## src/rtl/seq_generator.sv

```systemverilog
// Serial pattern source: emits a selected 4-bit pattern MSB first, repeated
// rep_count times, with optional idle gap bits between repetitions.
module seq_generator #(
    parameter int   GAP_BITS   = 0,
    parameter logic IDLE_LEVEL = 1'b0
) (
    input  logic       clk,
    input  logic       rst,
    input  logic       start,
    input  logic [1:0] seq_selector,
    input  logic [7:0] rep_count,
    output logic       out_seq,
    output logic       out_valid,
    output logic       busy,
    output logic       done,
    output logic [7:0] seq_sent
);

    typedef enum logic [1:0] {IDLE, SEND, GAP, FIN} state_t;

    state_t     state;
    logic [3:0] pat_q;
    logic [1:0] bit_idx;
    logic [7:0] reps_left;
    logic [3:0] gap_cnt;
    logic [3:0] start_pat;

    always_comb begin
        start_pat = 4'b1001;
        case (seq_selector)
            2'd0:    start_pat = 4'b1001;
            2'd1:    start_pat = 4'b1100;
            2'd2:    start_pat = 4'b0110;
            default: start_pat = 4'b1010;
        endcase
    end

    // bit_idx is the index of the bit currently on out_seq, so each edge in
    // SEND either steps to the next bit or retires bit0.
    always_ff @(posedge clk) begin
        if (rst) begin
            state     <= IDLE;
            pat_q     <= 4'd0;
            bit_idx   <= 2'd0;
            reps_left <= 8'd0;
            gap_cnt   <= 4'd0;
            out_seq   <= IDLE_LEVEL;
            out_valid <= 1'b0;
            busy      <= 1'b0;
            done      <= 1'b0;
            seq_sent  <= 8'd0;
        end else begin
            case (state)
                IDLE: begin
                    done <= 1'b0;
                    if (start) begin
                        pat_q     <= start_pat;
                        reps_left <= rep_count;
                        if (rep_count != 8'd0) begin
                            state     <= SEND;
                            bit_idx   <= 2'd3;
                            out_seq   <= start_pat[3];
                            out_valid <= 1'b1;
                            busy      <= 1'b1;
                        end else begin
                            state <= FIN;
                            done  <= 1'b1;
                        end
                    end
                end
                SEND: begin
                    if (bit_idx != 2'd0) begin
                        bit_idx <= bit_idx - 2'd1;
                        out_seq <= pat_q[bit_idx - 2'd1];
                    end else begin
                        seq_sent  <= seq_sent + 8'd1;
                        reps_left <= reps_left - 8'd1;
                        if (reps_left != 8'd1) begin
                            if (GAP_BITS > 0) begin
                                state     <= GAP;
                                gap_cnt   <= 4'(GAP_BITS - 1);
                                out_seq   <= IDLE_LEVEL;
                                out_valid <= 1'b0;
                            end else begin
                                bit_idx <= 2'd3;
                                out_seq <= pat_q[3];
                            end
                        end else begin
                            state     <= FIN;
                            out_seq   <= IDLE_LEVEL;
                            out_valid <= 1'b0;
                            busy      <= 1'b0;
                            done      <= 1'b1;
                        end
                    end
                end
                GAP: begin
                    if (gap_cnt == 4'd0) begin
                        state     <= SEND;
                        bit_idx   <= 2'd3;
                        out_seq   <= pat_q[3];
                        out_valid <= 1'b1;
                    end else begin
                        gap_cnt <= gap_cnt - 4'd1;
                    end
                end
                default: begin
                    done  <= 1'b0;
                    state <= IDLE;
                end
            endcase
        end
    end

endmodule

```

## config.mk

```make
export PLATFORM = sky130hd
export DESIGN_NAME = seq_generator
export DESIGN_NICKNAME = d
export VERILOG_FILES = /design/src/rtl/seq_generator.sv
export SDC_FILE = /design/constraint.sdc
export NUM_CORES = 1
export LEC_CHECK = 0
export ABC_AREA = 1
export CAP_MARGIN = 40
export CELL_PAD_IN_SITES_DETAIL_PLACEMENT = 0
export CELL_PAD_IN_SITES_GLOBAL_PLACEMENT = 2
export CORE_MARGIN = 2
export CORE_UTILIZATION = 32
export DETAILED_ROUTE_END_ITERATION = 10
export PLACE_DENSITY = 0.93
export SYNTH_ARGS = -nofsm -noshare
export SYNTH_HDL_FRONTEND = slang
export SYNTH_SLANG_ARGS = --single-unit
```

## constraint.sdc

```tcl
create_clock -name clk -period 3.15 [get_ports clk]
set_clock_uncertainty 0.2 [all_clocks]
set_input_delay 0.315 -clock clk [delete_from_list [all_inputs] [get_ports clk]]
set_output_delay 0.315 -clock clk [all_outputs]
set_load 0.01 [all_outputs]
```

# Word level (Yosys, flattened, before mapping)
# Index checks and enable logic that the tools add are counted.
# totals
regBits	32
latch_bits	0
ramBits	0
rom_bits	0
inputBits	13
out_inout_bits	12
wordCells	82
mem_count	0
# classes
addsub	4
mul	0
n_div	0
magnitude_cmp	1
n_eq_ne	11
shifts	0
muxes	36
bitwise_logic	3
reduce_logical	17
# op_table
op	count
$mux W2	10
$mux W8	2
$pmux W8 S2	1
$mux W1	15
$pmux W2 S3	2
$pmux W4 S3	1
$ne A2 B2 Y1 const B	5
$reduce_and A5 Y1	2
$pmux W1 S3	3
$add A8 B1 Y8 const B	1
$ne A8 B1 Y1 const B	1
$reduce_and A4 Y1	2
$reduce_bool A8 Y1	1
$sub A8 B1 Y8 const B	1
$reduce_and A2 Y1	3
$reduce_and A3 Y1	2
$reduce_and A6 Y1	1
$eq A2 B1 Y1 const B	2
$eq A2 B2 Y1 const B	2
$logic_not A2 Y1	2
$logic_not A4 Y1	1
$reduce_bool A2 Y1	2
$sub A4 B1 Y4 const B	1
$lt A2 B3 Y1 const B	1
other kinds (6)	8

# Logic depth before layout (Yosys ltp)
# logic_depth
word_depth	5
mapped_depth	13
depth_no_buf	12

# Worst setup path before layout
# OpenSTA, ideal clock, no wires.
# synth_path
kind	reg-to-reg
from	reg state[1]
to	reg reps_left[5]
setup_ps	132
t_arrival_ps	1351
required_ps	2818
setup_slack_ps	1467
path_stages_with_launch	12
path_buffers	1
period_less_slack_ps	1683
cell_sequence	dfxtp_1 > inv_1 > ha_1 > buf_6 > inv_4 > nor2_4 > inv_1 > nand2_1 > inv_1 > o21ai_0 > nand2_1 > a21oi_1
# synth_via
elab_chain_len	3
word_cells_on_any_way	7
classes_between	eq/ne: 3; mux: 1; reduce/logical: 3
# synth_lines
item	line_no	rtl
from (decl)	21	state_t state;
from (signal assigned)	42	state <= IDLE;
from (signal assigned)	60	state <= SEND;
from (signal assigned)	66	state <= FIN;
$eq A2 B1 Y1 / $logic_not A2 Y1 (equally long branches)	53	case (state)
$ne A2 B2 Y1 (no line) / $reduce_bool A2 Y1 (equally long branches)	-	
$reduce_and A3 Y1 (no line)	-	
to (signal assigned)	58	reps_left <= rep_count;
to (signal assigned)	77	reps_left <= reps_left - 8'd1;
to (decl)	24	logic [7:0] reps_left;
# Parallel ways exist; a longest one is shown, timed or not.
# A chain may end at the register's enable or synchronous reset.

# Worst setup path after layout
# Ends and elaborated chain as after synthesis.

==> impl_summary.md <==
Placed design
Buffers placed on the I/O ports in this run total 24. After legalization and detailed placement, the total HPWL measured 3050 um. At the end of routability-driven placement, the weighted congestion stood at 0.808.

The total placed cells including tap cells is 362.

Detailed routing
For this run, design rule violations remaining after detail routing come to 0. The pre-antenna-repair detailed-routing pass consisted of 5 iterations. After detailed routing, the average wire length per cell comes to 11.2 um.

After detailed routing, the number of vias per cell comes to 4.60. The total wire length after detailed routing is 4120 um. Once detail routing completed, the nets flagged for antenna violations numbered 0. The routed layout has 1,696 vias. The violation count after the first detailed-route iteration is 76.

Yosys
The most used flip-flop cell after synthesis is sky130_fd_sc_hd__dfxtp_1. In this run, synthesis inferred 0 flip-flops with an integrated enable. The share of Yosys cell area claimed by the top area cell type is 0.347. The fraction of the yosys area taken by sequential cells is 0.347. The average instance in the mapped netlist occupies 6.81 um^2.

The synthesized cell area is 1850 um^2. For this run, asynchronously set or reset flops after synthesis account for 0. The number of unique standard cell types used by synthesis is 26.

The synthesized design contains 32 register bits. By area the synthesized netlist is led by sky130_fd_sc_hd__dfxtp_1, sky130_fd_sc_hd__nand2_1, sky130_fd_sc_hd__ha_1, sky130_fd_sc_hd__nor2_1, sky130_fd_sc_hd__inv_1. The count of warnings emitted by yosys is 0. The synthesized net count is 297. The cell taking the most area after synthesis is sky130_fd_sc_hd__dfxtp_1. The cell count after synthesis came out at 271.

Critical path
The cell that appears most often on the critical path is sky130_fd_sc_hd__inv_1. The critical path data arrival time is 2360 ps. The endpoint kind of the worst setup timing path is a register. The required time of the worst setup path is 3170 ps. The maximum fanout count along the critical path is 17. The critical path goes through inv_1, ha_1, inv_4, nor2_4, inv_1, nand2_1, inv_1, o21ai_0, nand2_1, a21oi_1. The delay of the slowest cell on the worst path is 450 ps.

The kind of start point of the critical path is a register. Together, buffers and inverters on the worst path number 4. The cell with the biggest individual delay on the critical path is sky130_fd_sc_hd__ha_1. Grouping stages by cell kind, the critical path spends the most delay in buffers and inverters. The worst setup path is of the register to register kind.

Power
For this design the static power due to leakage is 1.01 nW. IR analysis of the VDD net gives a maximum drop of 0.311 mV. Of the total power, combinational logic draws 0.487.

The internal portion of the total power is 1.05 mW. In this run the power spent charging and discharging nets is 0.786 mW. The sequential group share of total power is 0.327. The total power density per cell area is 818 nW/um^2. The proportion of total power due to net switching is 0.429. The clock network fraction of design power is 0.187.

CTS
The total number of clock tree sinks is 32. The clock latency of the later-clocked register in the worst-skew pair is 280 ps. The root cell of the clock tree is sky130_fd_sc_hd__clkbuf_8. The maximum root-to-sink buffer count is 2. The CTS tree is done.

The H-tree depth is 2. The number of buffers inserted during clock tree synthesis is 5. The clock edge transition at the registers on the reported setup and hold paths is 70 ps. Post-CTS repair changed the size of 0 cells.

The post-CTS setup repair buffer count is 0. After clock tree synthesis, the flow added hold-fix buffers numbering 0.

Layout
The synthesis-to-finish area growth is 21.4%. The number of nets in the layout is 323. The number of inserted filler cells in the final layout is 625. The finished layout holds 369 standard cells, fillers aside. Of the cells placed in the final design, the portion with a size suffix greater than 1 is 0.0572. The number of inserted diodes is 0.

STA
The sum of negative setup slack is 0 ps. The final count of hold timing violations came to 0. The relative max-transition margin is 0.575. Setup repair after global routing left no endpoint under its margin.

Setup violations remaining at the end of the flow were counted as 0. For the pin with the worst max-slew slack, the measured transition is 636 ps. The number of max-slew violations in the final report is 0.

The final period demand of the worst path is 2340 ps. The portion of the clock cycle consumed by the worst path in the final layout is 0.744. The maximum clock frequency is 0.427 GHz.

GRT
The via count of the first global-routing pass is 1,565. In the global route stage, overall resource usage came out at 0.143. The number of antenna violations at the first check in global routing came to 0.

The residual overflow from global routing is 0. The first global-routing pass estimated 7220 um of wire. Entering global routing, the biggest net connects 22 pins.

Floorplanning
In this run the vertical extent of the chip is 79.9 um. The initial cell density of the core is 0.333. Row generation in the floorplan step produced 27 rows. The area of the die is 6390 um^2.

The core area is 5540 um^2. The die extent in x is 79.9 um. The boundary pin count is 25.

Status
The run finished with clean final reports.

Job
The tool flagged a number of max-cap violations equal to 0.

Min path
The path class of the tightest hold or removal check is register to register.
cell usage in the layout, fill, tap and decap left out, drive strengths merged:
cell and n:
nand2 59, nand4 2, nand3 14, nor3b 1
inv 40, o21ai 26, clkdlybuf4s50 24, dfxtp 32
clkbuf 7, nor3 4, a22o 1, nand3b 2
buf 1, a211oi 2, nor2 44, ha 13
a21oi 21, a31oi 2, xor2 2
power groups by stage:
stage / Combinational, mW / Sequential [mW] / Clock (mW)
floorplan: 0.676 / 0.603 / 0
global placement: 0.901 / 0.608 / 0
detailed placement: 0.893 / 0.607 / 0
CTS: 0.898 / 0.599 / 0.355
global route: 1.04 / 0.614 / 0.372
finish: 0.892 / 0.599 / 0.342
layer usage:
layer	up-vias	GRT usage	part of all wire
li1	916	-	-
met1	747	0.195	0.51
met2	25	0.215	0.44
met4	0	0.0593	0.017
met5	-	0	0
met3	8	0.0339	0.036
worst min-delay path, stage by stage (launching register included):
cell and delay (ps):
sky130_fd_sc_hd__dfxtp_1 310, sky130_fd_sc_hd__inv_1 50, sky130_fd_sc_hd__a21oi_1 50
kinds of logic after synthesis:
kind of cell / after synthesis / share of synthesized area
xor gates and xnor gates: 2 / 0.00949
buffers and inverters: 46 / 0.105
adders and majority gates: 13 / 0.0881
and+or+nand+nor: 126 / 0.301
DFF: 32 / 0.347
AOI/OAI and AO/OA: 52 / 0.149
flip-flops by register name, summed over array words and instances (netlist names):
signal	flops
reps_left	8
seq_sent	8
gap_cnt	4
pat_q	4
bit_idx	2
state	2
busy	1
done	1
out_seq	1
out_valid	1
Yosys cell counts (all sizes together) (2+ instances only):
cell type / count
nand2: 59
o21ai: 26
inv: 40
ha: 13
buf: 4
nand3b: 2
clkbuf: 2
nor3: 4
nand3: 14
nor2: 44
a21oi: 21
dfxtp: 32
xor2: 2
nand4: 2
a211oi: 2
a31oi: 2
final cells by class:
cell class | count | area [um^2] | area share
timing repair buffer | 25 | 248 | 0.111
inverter | 40 | 155 | 0.0692
multi-input combinational | 193 | 1010 | 0.451
sequential | 32 | 641 | 0.286
clock buffer | 7 | 96.3 | 0.0430
tap | 72 | 90.1 | 0.0402
path summary, 6_finish.rpt:
check,startpoint,end,slack (ps),depth (start not counted)
setup / recovery,state[1]$_SDFFE_PP0P_,reps_left[5]$_SDFFE_PP0P_,810,10
setup reg to reg,state[1]$_SDFFE_PP0P_,reps_left[5]$_SDFFE_PP0P_,810,10
hold / removal,done$_SDFFE_PP0P_,done$_SDFFE_PP0P_,250,2
hold reg to reg,done$_SDFFE_PP0P_,done$_SDFFE_PP0P_,250,2
per-stage QoR:
stage | total power, mW | hold slack [ps] | area, um^2 | util | setup slack [ps]
3_3_place_gp | 1.51 | 246 | 2140 | 0.387 | 913
2_1_floorplan | 1.28 | 193 | 1850 | - | 1470
6_report | 1.83 | 248 | 2240 | 0.404 | 806
3_5_place_dp | 1.50 | 247 | 2140 | 0.387 | 812
4_1_cts | 1.85 | 258 | 2240 | 0.404 | 787
5_1_grt | 2.03 | 271 | 2240 | 0.404 | 541
No activity file was read; power rests on OpenSTA's default activity.
